File: src/rtl/scpad_write_assembler.sv
`timescale 1ns/1ps
`default_nettype none
// ============================================================================
// scpad_write_assembler: collects interleaved DRAM beats into SRAM rows.
// Rev 1.0
// ============================================================================
module scpad_write_assembler #(
  parameter int BEAT_W    = 64,
  parameter int ROW_W     = 512,
  parameter int NUM_SLOTS = 4,
  parameter int ID_W      = 8,
  parameter int XBAR_W    = 32
) (
  input  logic                                 CLK,
  input  logic                                 nRST,
  input  logic                                 alloc_valid,
  output logic                                 alloc_ready,
  input  logic [ID_W-1:0]                      alloc_id,
  input  logic [$clog2(ROW_W/BEAT_W)-1:0]      alloc_num_beats,
  input  logic [XBAR_W-1:0]                    alloc_xbar,
  input  logic                                 beat_valid,
  input  logic [ID_W-1:0]                      beat_id,
  input  logic [BEAT_W-1:0]                    beat_data,
  output logic                                 req_valid,
  input  logic                                 req_ready,
  output logic [ROW_W-1:0]                     req_wdata,
  output logic [XBAR_W-1:0]                    req_xbar,
  output logic [ID_W-1:0]                      req_id,
  output logic                                 err_valid,
  output logic [ID_W-1:0]                      err_id,
  output logic [$clog2(NUM_SLOTS):0]           slots_busy
);

  localparam int MAX_BEATS = ROW_W / BEAT_W;
  localparam int CNT_W     = $clog2(MAX_BEATS);
  localparam int SLOT_W    = $clog2(NUM_SLOTS);
  localparam int BUSY_W    = SLOT_W + 1;

  typedef enum logic [1:0] {
    SLOT_FREE    = 2'd0,
    SLOT_FILLING = 2'd1,
    SLOT_FULL    = 2'd2
  } slot_state_e;

  slot_state_e        state_q [NUM_SLOTS];
  slot_state_e        state_d [NUM_SLOTS];
  logic [ID_W-1:0]    id_q    [NUM_SLOTS];
  logic [ID_W-1:0]    id_d    [NUM_SLOTS];
  logic [XBAR_W-1:0]  xbar_q  [NUM_SLOTS];
  logic [XBAR_W-1:0]  xbar_d  [NUM_SLOTS];
  logic [CNT_W-1:0]   exp_q   [NUM_SLOTS];
  logic [CNT_W-1:0]   exp_d   [NUM_SLOTS];
  logic [CNT_W-1:0]   cnt_q   [NUM_SLOTS];
  logic [CNT_W-1:0]   cnt_d   [NUM_SLOTS];
  logic [ROW_W-1:0]   data_q  [NUM_SLOTS];
  logic [ROW_W-1:0]   data_d  [NUM_SLOTS];

  logic [SLOT_W-1:0]  rr_ptr_q, rr_ptr_d;
  logic [SLOT_W-1:0]  sel_q, sel_d;
  logic               lock_q, lock_d;
  logic               err_valid_q, err_valid_d;
  logic [ID_W-1:0]    err_id_q, err_id_d;
  logic [BUSY_W-1:0]  busy_q, busy_d;

  logic               any_free;
  logic               dup_id;
  logic [SLOT_W-1:0]  alloc_slot;
  logic               hit;
  logic [SLOT_W-1:0]  hit_slot;
  logic               any_full;
  logic [SLOT_W-1:0]  rr_sel;
  logic [SLOT_W-1:0]  rr_idx;
  logic               rr_found;
  logic [SLOT_W-1:0]  sel;
  logic [CNT_W:0]     exp_full;
  logic               alloc_fire;
  logic               req_fire;

  // Slot lookup: free slot, duplicate ID, beat hit and round-robin candidate.
  always_comb begin
    any_free   = 1'b0;
    alloc_slot = '0;
    dup_id     = 1'b0;
    hit        = 1'b0;
    hit_slot   = '0;
    any_full   = 1'b0;
    rr_found   = 1'b0;
    rr_sel     = rr_ptr_q;
    rr_idx     = '0;
    for (int i = NUM_SLOTS - 1; i >= 0; i--) begin
      if (state_q[i] == SLOT_FREE) begin
        any_free   = 1'b1;
        alloc_slot = SLOT_W'(i);
      end else if (id_q[i] == alloc_id) begin
        dup_id = 1'b1;
      end
      if (state_q[i] == SLOT_FILLING && id_q[i] == beat_id) begin
        hit      = 1'b1;
        hit_slot = SLOT_W'(i);
      end
      if (state_q[i] == SLOT_FULL) begin
        any_full = 1'b1;
      end
    end
    for (int i = 0; i < NUM_SLOTS; i++) begin
      rr_idx = rr_ptr_q + SLOT_W'(i);
      if (!rr_found && state_q[rr_idx] == SLOT_FULL) begin
        rr_found = 1'b1;
        rr_sel   = rr_idx;
      end
    end
  end

  // A stalled request keeps its grant so the outputs hold until accepted.
  assign sel         = lock_q ? sel_q : rr_sel;
  assign alloc_ready = any_free & ~dup_id;
  assign alloc_fire  = alloc_valid & alloc_ready;
  assign req_valid   = any_full;
  assign req_fire    = req_valid & req_ready;
  assign req_wdata   = req_valid ? data_q[sel] : '0;
  assign req_xbar    = req_valid ? xbar_q[sel] : '0;
  assign req_id      = req_valid ? id_q[sel]   : '0;
  assign err_valid   = err_valid_q;
  assign err_id      = err_id_q;
  assign slots_busy  = busy_q;

  always_comb begin
    state_d     = state_q;
    id_d        = id_q;
    xbar_d      = xbar_q;
    exp_d       = exp_q;
    cnt_d       = cnt_q;
    data_d      = data_q;
    rr_ptr_d    = rr_ptr_q;
    sel_d       = sel;
    lock_d      = req_valid & ~req_ready;
    err_valid_d = beat_valid & ~hit;
    err_id_d    = (beat_valid & ~hit) ? beat_id : '0;
    busy_d      = '0;
    exp_full    = (exp_q[hit_slot] == '0) ? (CNT_W+1)'(MAX_BEATS)
                                          : {1'b0, exp_q[hit_slot]};

    if (alloc_fire) begin
      state_d[alloc_slot] = SLOT_FILLING;
      id_d[alloc_slot]    = alloc_id;
      xbar_d[alloc_slot]  = alloc_xbar;
      exp_d[alloc_slot]   = alloc_num_beats;
      cnt_d[alloc_slot]   = '0;
      data_d[alloc_slot]  = '0;
    end

    if (beat_valid && hit) begin
      data_d[hit_slot][int'(cnt_q[hit_slot]) * BEAT_W +: BEAT_W] = beat_data;
      cnt_d[hit_slot] = cnt_q[hit_slot] + CNT_W'(1);
      if ({1'b0, cnt_q[hit_slot]} + (CNT_W+1)'(1) == exp_full) begin
        state_d[hit_slot] = SLOT_FULL;
      end
    end

    if (req_fire) begin
      state_d[sel] = SLOT_FREE;
      rr_ptr_d     = sel + SLOT_W'(1);
    end

    for (int i = 0; i < NUM_SLOTS; i++) begin
      if (state_d[i] != SLOT_FREE) begin
        busy_d = busy_d + BUSY_W'(1);
      end
    end
  end

  always_ff @(posedge CLK) begin
    if (!nRST) begin
      for (int i = 0; i < NUM_SLOTS; i++) begin
        state_q[i] <= SLOT_FREE;
        id_q[i]    <= '0;
        xbar_q[i]  <= '0;
        exp_q[i]   <= '0;
        cnt_q[i]   <= '0;
      end
      rr_ptr_q    <= '0;
      sel_q       <= '0;
      lock_q      <= 1'b0;
      err_valid_q <= 1'b0;
      err_id_q    <= '0;
      busy_q      <= '0;
    end else begin
      state_q     <= state_d;
      id_q        <= id_d;
      xbar_q      <= xbar_d;
      exp_q       <= exp_d;
      cnt_q       <= cnt_d;
      rr_ptr_q    <= rr_ptr_d;
      sel_q       <= sel_d;
      lock_q      <= lock_d;
      err_valid_q <= err_valid_d;
      err_id_q    <= err_id_d;
      busy_q      <= busy_d;
    end
  end

  // Row storage needs no reset; allocation clears it.
  always_ff @(posedge CLK) begin
    if (nRST) begin
      data_q <= data_d;
    end
  end

endmodule
`default_nettype wire

File: config.mk
export PLATFORM = sky130hd
export DESIGN_NAME = scpad_write_assembler
export DESIGN_NICKNAME = d
export VERILOG_FILES = /design/src/rtl/scpad_write_assembler.sv
export SDC_FILE = /design/constraint.sdc
export NUM_CORES = 2
export LEC_CHECK = 0
export BUFFER_PORTS_ARGS = -buffer_cell sky130_fd_sc_hd__buf_2
export CORE_ASPECT_RATIO = 0.5
export CORE_MARGIN = 4
export CORE_UTILIZATION = 55
export CTS_CLUSTER_SIZE = 10
export DETAILED_ROUTE_END_ITERATION = 10
export MAX_ROUTING_LAYER = met4
export PLACE_DENSITY = 0.75
export SLEW_MARGIN = 10
export SYNTH_ARGS = -nofsm -noshare
export SYNTH_HDL_FRONTEND = slang
export SYNTH_SLANG_ARGS = --single-unit
File: constraint.sdc
create_clock -name CLK -period 6.8 [get_ports CLK]
set_input_delay 1.36 -clock CLK [delete_from_list [all_inputs] [get_ports CLK]]
set_output_delay 1.36 -clock CLK [all_outputs]
set_load 0.01 [all_outputs]
==> results.rst <==
.. list-table::
   :header-rows: 1

   * - Metric
     - Value
   * - Final non-filler cell total
     - approximately 13,000
   * - Headroom to the max-slew limit
     - 0.172
   * - Most frequent standard cell in the layout excluding fill and tap cells
     - sky130_fd_sc_hd__edfxtp_1
   * - WL/cell
     - 27.8 um
   * - Count of final max-slew check failures
     - 0
   * - Pin count of the biggest net entering global routing
     - roughly 200
   * - Initial antenna violation count
     - 60
   * - Reg-to-reg critical path startpoint
     - id_q[15]
   * - Leftover overflow at the end of global routing
     - 0
   * - Worst-margin pin slew
     - roughly 1.2 ns
   * - Inserted Clock Buffers
     - 268
   * - Util after Layout
     - 0.619
   * - Maximum fanout along the worst path
     - 30
   * - Dominant synthesized flop cell
     - sky130_fd_sc_hd__edfxtp_1
   * - Per-instance average area after synthesis
     - 11.5 um2
   * - Launching element type of the critical path
     - flop
   * - Via count normalized by instance count
     - approximately 6.6
   * - Clock insertion delay at the later pin of the skew report
     - between 0.8 and 0.9 ns
   * - Signal arrival time at the worst endpoint
     - 4.60 ns
   * - Hold-fix buffers, CTS
     - 0
   * - Placed cell count
     - ~13,000
   * - IO Pins
     - between 600 and 700
   * - Mapped cell area
     - about 0.11 mm2
   * - Clk Tree Root Cell
     - sky130_fd_sc_hd__clkbuf_16
   * - Die boundary width
     - 650 um
   * - Die area
     - 0.214 mm2
   * - Post-route clock skew
     - 0.0592 ns
   * - Setup violations, final
     - 0
   * - Worst vdd rail ir drop
     - about 0.18 mV
   * - First-pass GRT wire length
     - about 530 mm
   * - CP delay by family, top
     - buffers and inverters
   * - Final RePlAce weighted congestion
     - 0.887
   * - Critical path's largest stage delay
     - between 0.6 and 0.7 ns
   * - IO Port Bufs
     - roughly 690
   * - Final net count
     - approximately 10,000
   * - Mapped Cells
     - 9,888
   * - Proportion of layout cells with a drive suffix above 1
     - 0.181
   * - Leak
     - 46.0 nW
   * - Final sum of negative setup slack
     - 0 ns
   * - CP Class
     - flop to primary output
   * - Timing-limited maximum frequency
     - approximately 170 MHz
   * - Die Height
     - approximately 330 um
   * - Max Cap Viol
     - 0
   * - Most used cells in the layout excluding fill and tap cells
     - sky130_fd_sc_hd__edfxtp_1, sky130_fd_sc_hd__o21ai_0, sky130_fd_sc_hd__nand3_1
   * - Clock transition at the registers of the reported paths
     - about 0.05 ns
   * - Number of synthesized register bits
     - ~2,300
   * - Status
     - finished clean
   * - TritonCTS clock tree
     - built
   * - Overall routed net length
     - 360 mm
   * - Synth Net Count
     - between 10,000 and 15,000
   * - Power density of the placed cells
     - approximately 250 mW/mm2
   * - Share of the clock period used by the worst path
     - 0.876
   * - EDFF count, synth
     - around 2,000
   * - Minimum clock period
     - between 5 and 6 ns
   * - GRT Total Usage
     - 0.337
   * - TritonCTS sink count
     - ~2,300
   * - Number of buffers and inverters on the critical path
     - 3
   * - Post-synthesis async set-or-reset flop share
     - 0
   * - Area growth from synthesis to layout
     - 11.5%
   * - Via total after detailed routing
     - roughly 86,000
   * - Starting density of the core
     - 0.555
   * - Hold/Removal Path Class
     - flop to flop
   * - Slowest CP cell
     - sky130_fd_sc_hd__buf_4
   * - Cell-by-cell listing of the critical path
     - nor2b_1 > o22ai_1 > nand2_1 > o21ai_0 > o31ai_4 > buf_4 > buf_4 > mux4_2 > and2_1 > buf_2
   * - Count of cells resized by post-cts repair
     - 0
   * - Number of warning messages in the yosys log
     - 0
   * - Endpoint kind of the worst setup timing path
     - primary output
   * - Buffer depth of the longest clock path
     - 4
   * - Netlist cell types
     - between 50 and 60
   * - Cell with the most instances on the worst path
     - sky130_fd_sc_hd__buf_4
   * - Remaining design rule violation count
     - 0
   * - Core box area
     - approximately 0.2 mm2
   * - First-pass DRT Iterations
     - 6
   * - Post-CTS setup repair buffer count
     - 0
   * - Remaining antenna violation count
     - 0
   * - Count of endpoints failing hold in the final timing report
     - 0
   * - Req. time, crit path
     - 5.44 ns
   * - Number of filler cells placed in the layout
     - 15,800
   * - Setup repair after global routing missed its margin
     - no
   * - Number of design-rule violations left by the first detailed-router iteration
     - roughly 13,000
   * - Sequential fraction of the synthesis area
     - 0.579
   * - DP HPWL
     - about 220 mm
   * - Launch point of the critical path
     - state_q[1]
   * - Hold Startpoint
     - xbar_q[2]
   * - Number of levels the H-tree was split into
     - 5
   * - Count of standard-cell rows
     - approximately 120
   * - Number of global-route vias before repair
     - between 80,000 and 90,000
==> per-stage QoR <==
| step | setup WS [ns] | total power (W) | hold WS (ns) | cell area (um2) |
|---|---|---|---|---|
| 6_report | 0.841 | 0.0311 | 0.456 | 126000 |
| 5_1_grt | 0.562 | 0.0320 | 0.479 | 126000 |
| 4_1_cts | 0.779 | 0.0311 | 0.456 | 126000 |
| 3_5_place_dp | 0.526 | 0.0187 | 0.448 | 119000 |
| 3_3_place_gp | 0.651 | 0.0186 | 0.442 | 119000 |
| 2_1_floorplan | 2.00 | 0.0179 | 0.432 | 113000 |
==> path summary, 6_finish.rpt <==
path | cells past startpoint | endpoint | slack (ns)
max | 10 | req_wdata[30] | 0.84
min | 2 | xbar_q[2] | 0.46
max reg2reg | 13 | data_q[940] | 1.54
min reg2reg | 2 | xbar_q[2] | 0.46
==> synthesized netlist by cell type, types with 3 or more instances <==
cell type / n / area share
sky130_fd_sc_hd__edfxtp_1: 2048 / 0.54
sky130_fd_sc_hd__o21ai_0: 1965 / 0.087
sky130_fd_sc_hd__nand3_1: 1835 / 0.081
sky130_fd_sc_hd__nand2_1: 1144 / 0.038
sky130_fd_sc_hd__clkbuf_1: 594 / 0.020
sky130_fd_sc_hd__and2_1: 570 / 0.031
sky130_fd_sc_hd__mux4_2: 552 / 0.11
sky130_fd_sc_hd__buf_2: 242 / 0.011
sky130_fd_sc_hd__dfxtp_1: 209 / 0.037
sky130_fd_sc_hd__a21boi_0: 176 / 0.012
sky130_fd_sc_hd__o21ai_1: 94 / 0.0041
sky130_fd_sc_hd__nor2b_1: 72 / 0.0040
sky130_fd_sc_hd__buf_4: 68 / 0.0045
sky130_fd_sc_hd__buf_1: 60 / 0.0020
sky130_fd_sc_hd__xnor2_1: 37 / 0.0029
sky130_fd_sc_hd__xor2_1: 33 / 0.0025
sky130_fd_sc_hd__nor2_1: 27 / 0.00089
sky130_fd_sc_hd__nand4_1: 23 / 0.0013
sky130_fd_sc_hd__ha_1: 13 / 0.0014
sky130_fd_sc_hd__a21oi_1: 11 / 0.00049
sky130_fd_sc_hd__buf_6: 11 / 0.0011
sky130_fd_sc_hd__inv_1: 11 / 0.00036
sky130_fd_sc_hd__a21boi_1: 9 / 0.00060
sky130_fd_sc_hd__nor3_1: 9 / 0.00040
sky130_fd_sc_hd__o211ai_1: 8 / 0.00053
sky130_fd_sc_hd__and3_1: 7 / 0.00039
sky130_fd_sc_hd__mux2i_1: 6 / 0.00053
sky130_fd_sc_hd__nor4_1: 6 / 0.00033
sky130_fd_sc_hd__nand2b_1: 5 / 0.00028
sky130_fd_sc_hd__nand4b_1: 5 / 0.00039
sky130_fd_sc_hd__or2_2: 3 / 0.00017
sky130_fd_sc_hd__or3_1: 3 / 0.00017
==> worst register-to-register path, delay by kind of cell (launching register included) <==
kind / cells / cell delay, ns
AND/OR/NAND/NOR: 6 / 2.48
flip-flops: 1 / 0.37
buffers and inverters: 2 / 0.78
AO/OA/AOI/OAI: 3 / 0.79
XOR/XNOR: 1 / 0.19
adder cells (fa/ha/maj): 1 / 0.40
==> logic make-up (layout without fill, tap and decap cells) <==
logic type | after synthesis | in the layout | share of synthesized area
AO/OA/AOI/OAI | 2278 | 2278 | 0.105
XOR/XNOR | 70 | 70 | 0.00541
adder cells (fa/ha/maj) | 13 | 13 | 0.00143
buffers and inverters | 988 | 1240 | 0.0384
flip-flops | 2257 | 2257 | 0.579
multiplexers | 558 | 558 | 0.110
other | 0 | 69 | 0
AND/OR/NAND/NOR | 3724 | 3724 | 0.160
==> power by group <==
group / internal, W / total [W] / switching (W)
Sequential: 0.0162 / 0.0166 / 0.000434
Combinational: 0.000758 / 0.00189 / 0.00113
Clock: 0.00719 / 0.0126 / 0.00541
==> layout make-up <==
class	instances	area (um2)	share of cell area
inverters	12	45.0	0.000356
repair buffers	921	6250	0.0495
flip-flops and latches	2257	65700	0.519
clock buffers	294	6960	0.0551
clock inverters	13	171	0.00136
well taps	2737	3420	0.0271
diodes	69	173	0.00137
multi-input cells	6643	43700	0.346
==> sequential cells by signal, summed over array words and instances, names as in the netlist, 2 cells and up <==
signal,cells
exp_q,12
state_q,8
err_id,8
sel_q,2
slots_busy,3
xbar_q,128
cnt_q,12
id_q,32
rr_ptr_q,2
data_q,2048
==> routing by layer <==
metal | vias to the layer above | wire length, um | GRT usage
li1 | 37400 | - | -
met1 | 42000 | 127000 | 0.421
met2 | 5696 | 165000 | 0.502
met3 | 945 | 42900 | 0.0823
met4 | 0 | 24600 | 0.201
met5 | - | 0 | -
Note: power is estimated with default switching activity, not from simulation.
